File: src/rtl/pipe_hazard_ctrl_if.sv
// Pipeline hazard control bus between the PIPE stage registers and the hazard controller.
// The pipeline side (master) drives the stage icodes/registers/status and receives the
// per-stage stall/bubble controls; the controller side (slave) does the opposite.
interface pipe_hazard_ctrl_if #(
  parameter int ICODE_W = 4,
  parameter int REG_W   = 4,
  parameter int STAT_W  = 3
);
  logic [ICODE_W-1:0] D_icode;
  logic [REG_W-1:0]   d_srcA;
  logic [REG_W-1:0]   d_srcB;
  logic [ICODE_W-1:0] E_icode;
  logic [REG_W-1:0]   E_dstM;
  logic               e_Cnd;
  logic [ICODE_W-1:0] M_icode;
  logic [STAT_W-1:0]  m_stat;
  logic [STAT_W-1:0]  W_stat;

  logic F_stall;
  logic D_stall;
  logic D_bubble;
  logic E_stall;
  logic E_bubble;
  logic M_stall;
  logic M_bubble;
  logic W_stall;
  logic W_bubble;
  logic halted;
  logic mem_busy;

  modport master (
    output D_icode, d_srcA, d_srcB, E_icode, E_dstM, e_Cnd, M_icode, m_stat, W_stat,
    input  F_stall, D_stall, D_bubble, E_stall, E_bubble, M_stall, M_bubble,
           W_stall, W_bubble, halted, mem_busy
  );

  modport slave (
    input  D_icode, d_srcA, d_srcB, E_icode, E_dstM, e_Cnd, M_icode, m_stat, W_stat,
    output F_stall, D_stall, D_bubble, E_stall, E_bubble, M_stall, M_bubble,
           W_stall, W_bubble, halted, mem_busy
  );
endinterface

File: src/rtl/pipe_hazard_ctrl.sv
// Y86 PIPE hazard controller: classic load-use / ret / mispredict / exception controls,
// plus a data-memory wait-state FSM and a sticky halt state.
// Optional macro HAZ_PERF_CNT_EN adds stall/bubble/memory-wait performance counters.
//
// state     | meaning
// ----------+------------------------------------------------------------------
// S_IDLE    | classic control; a memory op in M starts a hold when MEM_LAT > 1
// S_WAIT    | memory wait in progress, pipeline held, cnt counts down to 1
// S_RELEASE | one free cycle so M advances and the same op cannot re-trigger
// S_HALT    | exception/halt reached W; everything held until reset
module pipe_hazard_ctrl #(
  parameter int ICODE_W = 4,
  parameter int REG_W   = 4,
  parameter int STAT_W  = 3,
  parameter int MEM_LAT = 1
`ifdef HAZ_PERF_CNT_EN
  , parameter int CNT_W = 32
`endif
) (
  input  logic              clk,
  input  logic              rst,
  pipe_hazard_ctrl_if.slave hz
`ifdef HAZ_PERF_CNT_EN
  , output logic [CNT_W-1:0] cnt_stall
  , output logic [CNT_W-1:0] cnt_bubble
  , output logic [CNT_W-1:0] cnt_memwait
`endif
);

  localparam logic [ICODE_W-1:0] I_RMMOVQ = ICODE_W'(4);
  localparam logic [ICODE_W-1:0] I_MRMOVQ = ICODE_W'(5);
  localparam logic [ICODE_W-1:0] I_JXX    = ICODE_W'(7);
  localparam logic [ICODE_W-1:0] I_CALL   = ICODE_W'(8);
  localparam logic [ICODE_W-1:0] I_RET    = ICODE_W'(9);
  localparam logic [ICODE_W-1:0] I_PUSHQ  = ICODE_W'(10);
  localparam logic [ICODE_W-1:0] I_POPQ   = ICODE_W'(11);
  localparam logic [REG_W-1:0]   RNONE    = {REG_W{1'b1}};
  localparam logic [STAT_W-1:0]  S_HLT    = STAT_W'(2);
  localparam logic [STAT_W-1:0]  S_ADR    = STAT_W'(3);
  localparam logic [STAT_W-1:0]  S_INS    = STAT_W'(4);

  // The first hold cycle happens in IDLE, so the wait counter only covers MEM_LAT-2 cycles.
  localparam bit HAS_WAIT  = (MEM_LAT > 1);
  localparam bit LONG_WAIT = (MEM_LAT > 2);
  localparam int CW        = (MEM_LAT > 2) ? $clog2(MEM_LAT) : 1;
  localparam logic [CW-1:0] CNT_INIT = (MEM_LAT > 2) ? CW'(MEM_LAT - 2) : '0;

  typedef enum logic [1:0] {S_IDLE, S_WAIT, S_RELEASE, S_HALT} state_t;

  state_t        state_q, state_d;
  logic [CW-1:0] cnt_q, cnt_d;

  logic loaduse, ret, mispred, mem_op, exc_m, exc_w, hold;
  logic f_stall, d_stall, d_bubble, e_stall, e_bubble, m_stall, m_bubble;
  logic w_stall, w_bubble, halted, mem_busy;

  function automatic logic is_exc(input logic [STAT_W-1:0] s);
    return (s == S_HLT) || (s == S_ADR) || (s == S_INS);
  endfunction

  // Classic PIPE hazard terms from the current stage contents.
  always_comb begin
    loaduse = ((hz.E_icode == I_MRMOVQ) || (hz.E_icode == I_POPQ)) &&
              (hz.E_dstM != RNONE) &&
              ((hz.E_dstM == hz.d_srcA) || (hz.E_dstM == hz.d_srcB));
    ret     = (hz.D_icode == I_RET) || (hz.E_icode == I_RET) || (hz.M_icode == I_RET);
    mispred = (hz.E_icode == I_JXX) && !hz.e_Cnd;
    mem_op  = (hz.M_icode == I_RMMOVQ) || (hz.M_icode == I_MRMOVQ) ||
              (hz.M_icode == I_CALL)   || (hz.M_icode == I_RET)    ||
              (hz.M_icode == I_PUSHQ)  || (hz.M_icode == I_POPQ);
    exc_m   = is_exc(hz.m_stat);
    exc_w   = is_exc(hz.W_stat);
  end

  // Next-state logic for the memory-wait / halt FSM; hold marks a wait-state cycle.
  always_comb begin
    state_d = state_q;
    cnt_d   = cnt_q;
    hold    = 1'b0;
    case (state_q)
      S_IDLE: begin
        if (exc_w) begin
          state_d = S_HALT;
        end else if (HAS_WAIT && mem_op) begin
          hold    = 1'b1;
          cnt_d   = CNT_INIT;
          state_d = LONG_WAIT ? S_WAIT : S_RELEASE;
        end
      end
      S_WAIT: begin
        hold = 1'b1;
        if (exc_w) begin
          state_d = S_HALT;
        end else begin
          cnt_d = cnt_q - CW'(1);
          if (cnt_q == CW'(1)) state_d = S_RELEASE;
        end
      end
      S_RELEASE: state_d = exc_w ? S_HALT : S_IDLE;
      S_HALT:    state_d = S_HALT;
      default:   state_d = S_IDLE;
    endcase
  end

  // Stage controls: reset forces zero, then halt, then memory hold, then classic terms.
  always_comb begin
    f_stall  = 1'b0;
    d_stall  = 1'b0;
    d_bubble = 1'b0;
    e_stall  = 1'b0;
    e_bubble = 1'b0;
    m_stall  = 1'b0;
    m_bubble = 1'b0;
    w_stall  = 1'b0;
    w_bubble = 1'b0;
    halted   = 1'b0;
    mem_busy = 1'b0;
    if (!rst) begin
      if (state_q == S_HALT) begin
        f_stall = 1'b1;
        d_stall = 1'b1;
        e_stall = 1'b1;
        m_stall = 1'b1;
        w_stall = 1'b1;
        halted  = 1'b1;
      end else if (hold) begin
        f_stall  = 1'b1;
        d_stall  = 1'b1;
        e_stall  = 1'b1;
        m_stall  = 1'b1;
        w_bubble = 1'b1;
        mem_busy = 1'b1;
        w_stall  = exc_w;
      end else begin
        f_stall  = loaduse | ret;
        d_stall  = loaduse;
        d_bubble = mispred | (ret & !loaduse);
        e_bubble = mispred | loaduse;
        m_bubble = exc_m | exc_w;
        w_stall  = exc_w;
      end
    end
  end

  assign hz.F_stall  = f_stall;
  assign hz.D_stall  = d_stall;
  assign hz.D_bubble = d_bubble;
  assign hz.E_stall  = e_stall;
  assign hz.E_bubble = e_bubble;
  assign hz.M_stall  = m_stall;
  assign hz.M_bubble = m_bubble;
  assign hz.W_stall  = w_stall;
  assign hz.W_bubble = w_bubble;
  assign hz.halted   = halted;
  assign hz.mem_busy = mem_busy;

  // FSM state and wait counter registers.
  always_ff @(posedge clk or posedge rst) begin
    if (rst) begin
      state_q <= S_IDLE;
      cnt_q   <= '0;
    end else begin
      state_q <= state_d;
      cnt_q   <= cnt_d;
    end
  end

`ifdef HAZ_PERF_CNT_EN
  logic [CNT_W-1:0] cnt_stall_q,   cnt_stall_d;
  logic [CNT_W-1:0] cnt_bubble_q,  cnt_bubble_d;
  logic [CNT_W-1:0] cnt_memwait_q, cnt_memwait_d;

  // Event counters wrap naturally and freeze once halted.
  always_comb begin
    cnt_stall_d   = cnt_stall_q;
    cnt_bubble_d  = cnt_bubble_q;
    cnt_memwait_d = cnt_memwait_q;
    if (state_q != S_HALT) begin
      if (f_stall)             cnt_stall_d   = cnt_stall_q + CNT_W'(1);
      if (d_bubble | e_bubble) cnt_bubble_d  = cnt_bubble_q + CNT_W'(1);
      if (mem_busy)            cnt_memwait_d = cnt_memwait_q + CNT_W'(1);
    end
  end

  // Performance counter registers.
  always_ff @(posedge clk or posedge rst) begin
    if (rst) begin
      cnt_stall_q   <= '0;
      cnt_bubble_q  <= '0;
      cnt_memwait_q <= '0;
    end else begin
      cnt_stall_q   <= cnt_stall_d;
      cnt_bubble_q  <= cnt_bubble_d;
      cnt_memwait_q <= cnt_memwait_d;
    end
  end

  assign cnt_stall   = cnt_stall_q;
  assign cnt_bubble  = cnt_bubble_q;
  assign cnt_memwait = cnt_memwait_q;
`endif

endmodule

File: src/flat_wrapper.sv
// flat-port wrapper written by rule: the top's interface ports become plain ports
module pipe_hazard_ctrl_flat 
#(
  parameter int ICODE_W = 4,
  parameter int REG_W   = 4,
  parameter int STAT_W  = 3,
  parameter int MEM_LAT = 1

)
  (clk, rst, hz_D_icode, hz_d_srcA, hz_d_srcB, hz_E_icode, hz_E_dstM, hz_e_Cnd, hz_M_icode, hz_m_stat, hz_W_stat, hz_F_stall, hz_D_stall, hz_D_bubble, hz_E_stall, hz_E_bubble, hz_M_stall, hz_M_bubble, hz_W_stall, hz_W_bubble, hz_halted, hz_mem_busy);
  pipe_hazard_ctrl_if #(.ICODE_W(ICODE_W), .REG_W(REG_W), .STAT_W(STAT_W)) hz_i ();
  input  logic clk;
  input  logic rst;
  input wire logic [$bits(hz_i.D_icode)-1:0] hz_D_icode;
  input wire logic [$bits(hz_i.d_srcA)-1:0] hz_d_srcA;
  input wire logic [$bits(hz_i.d_srcB)-1:0] hz_d_srcB;
  input wire logic [$bits(hz_i.E_icode)-1:0] hz_E_icode;
  input wire logic [$bits(hz_i.E_dstM)-1:0] hz_E_dstM;
  input wire logic [$bits(hz_i.e_Cnd)-1:0] hz_e_Cnd;
  input wire logic [$bits(hz_i.M_icode)-1:0] hz_M_icode;
  input wire logic [$bits(hz_i.m_stat)-1:0] hz_m_stat;
  input wire logic [$bits(hz_i.W_stat)-1:0] hz_W_stat;
  output wire logic [$bits(hz_i.F_stall)-1:0] hz_F_stall;
  output wire logic [$bits(hz_i.D_stall)-1:0] hz_D_stall;
  output wire logic [$bits(hz_i.D_bubble)-1:0] hz_D_bubble;
  output wire logic [$bits(hz_i.E_stall)-1:0] hz_E_stall;
  output wire logic [$bits(hz_i.E_bubble)-1:0] hz_E_bubble;
  output wire logic [$bits(hz_i.M_stall)-1:0] hz_M_stall;
  output wire logic [$bits(hz_i.M_bubble)-1:0] hz_M_bubble;
  output wire logic [$bits(hz_i.W_stall)-1:0] hz_W_stall;
  output wire logic [$bits(hz_i.W_bubble)-1:0] hz_W_bubble;
  output wire logic [$bits(hz_i.halted)-1:0] hz_halted;
  output wire logic [$bits(hz_i.mem_busy)-1:0] hz_mem_busy;
  assign hz_i.D_icode = hz_D_icode;
  assign hz_i.d_srcA = hz_d_srcA;
  assign hz_i.d_srcB = hz_d_srcB;
  assign hz_i.E_icode = hz_E_icode;
  assign hz_i.E_dstM = hz_E_dstM;
  assign hz_i.e_Cnd = hz_e_Cnd;
  assign hz_i.M_icode = hz_M_icode;
  assign hz_i.m_stat = hz_m_stat;
  assign hz_i.W_stat = hz_W_stat;
  assign hz_F_stall = hz_i.F_stall;
  assign hz_D_stall = hz_i.D_stall;
  assign hz_D_bubble = hz_i.D_bubble;
  assign hz_E_stall = hz_i.E_stall;
  assign hz_E_bubble = hz_i.E_bubble;
  assign hz_M_stall = hz_i.M_stall;
  assign hz_M_bubble = hz_i.M_bubble;
  assign hz_W_stall = hz_i.W_stall;
  assign hz_W_bubble = hz_i.W_bubble;
  assign hz_halted = hz_i.halted;
  assign hz_mem_busy = hz_i.mem_busy;
  pipe_hazard_ctrl #(.ICODE_W(ICODE_W), .REG_W(REG_W), .STAT_W(STAT_W), .MEM_LAT(MEM_LAT)) u_core (.clk(clk), .rst(rst), .hz(hz_i));
endmodule
File: config.mk
export PLATFORM = sky130hd
export DESIGN_NAME = pipe_hazard_ctrl_flat
export DESIGN_NICKNAME = d
export VERILOG_FILES = /design/src/rtl/pipe_hazard_ctrl_if.sv /design/src/rtl/pipe_hazard_ctrl.sv /design/src/flat_wrapper.sv
export SDC_FILE = /design/constraint.sdc
export NUM_CORES = 1
export LEC_CHECK = 0
export BUFFER_PORTS_ARGS = -buffer_cell sky130_fd_sc_hd__buf_2
export CAP_MARGIN = 20
export CELL_PAD_IN_SITES_DETAIL_PLACEMENT = 1
export CELL_PAD_IN_SITES_GLOBAL_PLACEMENT = 1
export CORE_ASPECT_RATIO = 0.8
export CORE_MARGIN = 4
export CORE_UTILIZATION = 21
export DETAILED_ROUTE_END_ITERATION = 16
export GPL_TIMING_DRIVEN = 0
export PLACE_DENSITY = 0.77
export SYNTH_ARGS = -nofsm -noshare
export SYNTH_HDL_FRONTEND = slang
export SYNTH_SLANG_ARGS = --single-unit
File: constraint.sdc
create_clock -name clk -period 1.3 [get_ports clk]
set_input_delay 0.195 -clock clk [delete_from_list [all_inputs] [get_ports clk]]
set_output_delay 0.195 -clock clk [all_outputs]
set_load 0.02 [all_outputs]
# Word level (Yosys, flattened, before mapping)
# Index checks and enable logic that the tools add are counted.
[classes]
mux = 30
n_addsub = 1
n_eq_ne = 20
bitwise = 6
n_reduce_logical = 16
[op_table]
columns = ["operator", "n"]
rows = [
  ["1-bit 2-to-1 mux", 25],
  ["4-bit equality test, second input constant", 4],
  ["3-bit by 2-bit equality test with 1-bit output, second input constant", 4],
  ["4-bit by 3-bit equality test with 1-bit output, second input constant", 2],
  ["4-bit equality test", 2],
  ["1-bit logical OR", 8],
  ["2-bit 2-to-1 mux", 4],
  ["2-bit one-hot mux with 4 select lines", 1],
  ["3-bit equality test, second input constant", 2],
  ["2-bit equality test, second input constant", 2],
  ["4-bit inequality test, second input constant", 1],
  ["1-bit OR", 4],
  ["2-bit AND reduction", 2],
  ["1-bit logical AND", 3],
  ["3-bit by 1-bit inequality test with 1-bit output, second input constant", 1],
  ["2-bit by 1-bit equality test with 1-bit output, second input constant", 1],
  ["1-bit zero test", 2],
  ["2-bit zero test", 1],
  ["2-bit by 1-bit inequality test with 1-bit output, second input constant", 1],
  ["1-bit bitwise AND", 1],
  ["1-bit inverter", 1],
  ["1-bit subtractor, second input constant", 1],
]
[totals]
register_bits = 3
input_bits = 33

# Logic depth before layout (Yosys ltp)
[depth]
ltp_word = 10
mapped_depth = 6
ltp_nobuf = 6

# Least setup slack after synthesis
# OpenSTA, ideal clock, no wires.
[synth_timing]
path_type = "register to output"
start = "register u_core.state_q[1]"
end = "output hz_E_bubble"
n_path_buf = 0
stages_incl_launch_ff = 6
required_ps = 1105
setup_slack_ps = -193
arrival_time_ps = 1298
cell_sequence = "dfrtp_1 > inv_1 > ha_1 > nor2_1 > nand2_1 > a21oi_1"
[synth_via]
elab_chain_cells = 5
elab_cells_between_ends = 6
classes_between = "2 x eq/ne; 4 x mux"
[synth_rtl]
columns = ["element", "line_no", "rtl"]
rows = [
  ["from (decl)", "pipe_hazard_ctrl.sv:50", "state_t state_q, state_d;"],
  ["from (signal assigned)", "pipe_hazard_ctrl.sv:163", "state_q <= state_d;"],
  ["2-bit by 1-bit equality test with 1-bit output", "pipe_hazard_ctrl.sv:80", "case (state_q)"],
  ["1-bit 2-to-1 mux", "pipe_hazard_ctrl.sv:80", ""],
  ["1-bit 2-to-1 mux", "pipe_hazard_ctrl.sv:126", "end else if (hold) begin"],
  ["1-bit 2-to-1 mux *", "pipe_hazard_ctrl.sv:119", "if (state_q == S_HALT) begin"],
  ["1-bit 2-to-1 mux *", "pipe_hazard_ctrl.sv:118", "if (!rst) begin"],
  ["to (decl)", "flat_wrapper.sv:27", "output wire logic [$bits(hz_i.E_bubble)-1:0] hz_E_bubble;"],
]
# Mark *: on every way between the ends. The rest lies on a longest branch, timed or not.

# Final worst setup path
[layout_timing]
start = "register u_core.state_q[0]"
end = "output hz_D_bubble"
[layout_via]
elab_chain_cells = 5
elab_cells_between_ends = 6
classes_between = "2 x eq/ne; 4 x mux"
[layout_rtl]
columns = ["element", "line_no", "rtl"]
rows = [
  ["2-bit by 1-bit equality test with 1-bit output", "pipe_hazard_ctrl.sv:80", ""],
  ["1-bit 2-to-1 mux", "pipe_hazard_ctrl.sv:80", ""],
  ["1-bit 2-to-1 mux", "pipe_hazard_ctrl.sv:126", ""],
  ["1-bit 2-to-1 mux *", "pipe_hazard_ctrl.sv:119", ""],
  ["1-bit 2-to-1 mux *", "pipe_hazard_ctrl.sv:118", ""],
  ["to (decl)", "flat_wrapper.sv:25", "output wire logic [$bits(hz_i.D_bubble)-1:0] hz_D_bubble;"],
]
# Marked as above.

==> results by stage <==
STA:
- The slew at the pin closest to its max-slew limit is roughly 0.44 ns.
- For this run, the top clock speed supported by timing is ~0.6 GHz.
- Hold is met by about 0.43 ns.
- Setup repair after global routing could not meet its margin everywhere.
- The worst max-slew margin expressed relative to the limit is 69.8%.
- The period utilization is 128%.
- The hold violation total from the final report is 0.
- The worst clock skew is 0.00119 ns.
- Across all setup checks in the final design, the least slack found is -0.368 ns.
- The final critical path time including I/O delays and setup is 1.67 ns.
- The total setup violations reported at the end of the flow is 11.
- The final count of pins violating max slew was 0.

Synth:
- The proportion of synthesized flip-flops having asynchronous set or reset is 100%.
- The portion of the post-synthesis area used by sequential elements is 15.3%.
- The top cell type's share of synthesized area is 15.3%.
- The combined area of all synthesized cells is 492 sq um.
- The synthesized design contains 3 register bits.
- During synthesis, Yosys emitted a total of 0 warnings.
- The gate count after technology mapping is 62.
- Ranked by instance count, the synthesized netlist is headed by xor2_1, a21oi_1, inv_1, nor2_1, ha_1.
- The number of distinct library cells after synthesis is 26.
- Yosys attributes the largest share of cell area to dfrtp_1, xor2_1, ha_1.
- In the synthesized netlist the dominant register cell turns out to be dfrtp_1.
- Yosys mapped a number of flops with a built-in enable equal to 0.
- Yosys instantiated no cell more often than xor2_1.
- Of all cell types, the one taking the most synthesized area is dfrtp_1.
- The number of nets in the synthesized netlist is 100.
- The synthesized area per cell is 7.93 sq um.

Place:
- The congestion estimate from routability-driven global placement came to 0.662.
- After detailed placement, the design holds a cell count of 130.
- Detailed placement finished with a half-perimeter wire length of 1610 um.
- The total of buffers placed on input and output ports is 43.

Clock tree:
- The number of buffers inserted during clock tree synthesis is 3.
- The clock slew seen by the registers of the worst setup and hold paths is 0.04 ns.
- For the worst-skew pair, the clock arrives at the later sink with an insertion delay of about 0.23 ns.
- No sink is reached through more buffers than the 2 on the longest clock path.
- Counting every sink on the clock net gives 3.
- The root buffer cell is clkbuf_4.
- TritonCTS built the clock tree.
- In this run the number of H-tree levels came out at 1.

Worst setup path:
- Counting both buffers and inverters, the worst setup path holds a total of 1.
- The largest incremental delay on the critical path is 0.45 ns.
- The startpoint-to-endpoint class of the critical path is reg -> out.
- Of all nets on the critical path, the largest fanout is 4.
- Broken down by cell family, the worst path's largest delay share belongs to flip-flops.
- On the critical path, the stage with the largest delay is an instance of dfrtp_2.
- For the worst setup path, the data required time is between 1 and 1.5 ns.
- Traced cell by cell, the critical path runs through ha_4 > nor2_4 > nand2_4 > a21oi_2 > and2_4 > buf_6.
- The reg2reg setup slack is 0.01 ns.
- The kind of capture point of the worst setup path is an output port.
- The data arrival time of the worst path is 1.47 ns.
- STA classifies the critical path startpoint as a flip-flop.

Floorplanning:
- Once the floorplan was initialized, standard cells occupied 22.4% of the core.
- The floorplan has 15 rows.
- In this run the count of I/O pins placed on the die edge is 44.
- The core area is 0.00220 sq mm.
- The area enclosed by the die boundary is between 0.003 and 0.004 sq mm.
- The die boundary width is around 62 um.
- The die is just over 50 um tall.

Layout:
- The final standard cell count with taps included and fillers excluded is 143.
- The antenna diode instance count is 0.
- The area growth from synthesis to final layout is 124%.
- The post-layout net count is 157.
- The fraction of final layout cells with drive strength greater than 1 is around 73%.

GRT:
- The first global-routing pass estimated 3510 um of wire.
- The number of antenna violations at the first check in global routing was 0.
- The global-route total usage across every layer is 13.6%.
- After global routing the overflow that remains totals 0.
- The maximum number of pins on one net before global-route repair is 8.
- The via count of the first global-routing pass was 795.

Worst hold path:
- The type of the worst min-delay path is in -> reg.

Route:
- The via density per instance is 4.78.
- The detailed router placed ~680 vias in this run.
- The post-detailed-route wirelength per cell is 16.0 um.
- The routed wire length is 2280 um.
- The number of nets still failing antenna checks after routing is 0.
- The first detailed-routing pass took 4 iterations.
- The number of DRC markers in iteration 0 is 13.
- The count of unresolved DRC violations after routing is 0.

Pwr:
- The worst-case vdd ir drop is around 280 uV.
- The leakage power is 0.000496 uW.
- After layout, the design draws a total of 452 uW.
- The power density over cell area is 410 mW/mm^2.

Run:
- Across the run, the number of max-cap violations was 0.

Status:
- The final reports fail on setup timing.
- The flow ran to the end, but the final reports show violations.
[power breakdown]
part	internal, uW	total [uW]	switching, uW
combinational	101	194	92.5
sequential	93.8	93.8	0
clock	115	164	48.9
total	310	452	141
[cell usage in the layout (no fill, tap or decap), types with 2 or more instances in the layout]
cell type / netlist / layout
xor2_2: 0 / 4
nor4_2: 1 / 2
a21oi_2: 0 / 4
mux2i_1: 2 / 2
nor2_4: 0 / 2
nand2_1: 4 / 2
a32oi_1: 2 / 2
nor2_1: 6 / 3
buf_6: 0 / 16
ha_4: 0 / 3
dfrtp_2: 0 / 2
ha_1: 5 / 2
nor4bb_1: 3 / 3
clkbuf_4: 0 / 3
inv_2: 0 / 2
inv_1: 6 / 3
buf_4: 2 / 12
xor2_1: 8 / 4
buf_2: 0 / 25
[registers in the layout, summed over array words and instances (netlist names)]
| signal | flops |
|---|---|
| u_core.state_q | 2 |
| u_core.cnt_q | 1 |
[path summary, 6_finish.rpt]
| check | from | end | depth (start not counted) |
|---|---|---|---|
| setup / recovery | u_core.state_q[0]$_DFFE_PP0P_ | hz_D_bubble | 6 |
| min in group asynchronous | rst | u_core.cnt_q$_DFFE_PP0N_ | 3 |
| hold reg to reg | u_core.cnt_q$_DFFE_PP0N_ | u_core.cnt_q$_DFFE_PP0N_ | 1 |
| max in group asynchronous | rst | u_core.state_q[1]$_DFFE_PP0P_ | 3 |
| setup reg to reg | u_core.state_q[0]$_DFFE_PP0P_ | u_core.state_q[1]$_DFFE_PP0P_ | 5 |
| hold / removal | hz_W_stat[2] | u_core.cnt_q$_DFFE_PP0N_ | 4 |
[cell type report]
class,instances,area [sq um]
inverters,6,25.0
multi-input cells,51,536
well taps,25,31.3
repair buffers,52,390
fillers,260,1090
clock buffers,4,26.3
plain buffers,2,15.0
flip-flops and latches,3,77.6
[what timing repair did]
item | CTS | global route
hold buffers | 1 | 0
endpoints found under the hold margin | 3 | 0
setup endpoints to repair | 13 | 13
setup buffers | 5 | 3
resized for setup | 25 | 25
pin swaps | 10 | 9
[tightest hold or removal path, delay by kind of cell]
kind | cells | cell delay [ns]
buffers and inverters | 1 | 0.09
XOR/XNOR | 1 | 0.07
AND/OR/NAND/NOR | 1 | 0.12
multiplexers | 1 | 0.13
[through the flow]
step	worst slack, ns	TNS [ns]	area, sq um	utilization (%)
after floorplan	-0.0538	-0.217	557	-
after global placement	-0.368	-1.58	803	36.6
after detailed placement	-0.377	-1.74	803	36.6
after CTS	-0.342	-2.75	978	44.6
after global routing	-0.428	-3.81	1100	50.1
final	-0.368	-3.13	1100	50.1
[cell families after synthesis]
family	share of synthesized area, %
muxes	6.87
AOI/OAI and AO/OA	15.0
adders and majority gates	12.7
buffers and inverters	7.63
and+or+nand+nor	26.5
xor gates and xnor gates	16.0
DFF	15.3
[layer usage]
metal	part of all wire, %	routed length (um)	global-route usage [%]
met1	36	816	13.6
met2	55	1260	25.9
met3	6.5	148	3.52
met4	2.3	53	7.58
met5	0	0	0
Note: power is estimated with default switching activity, not from simulation.
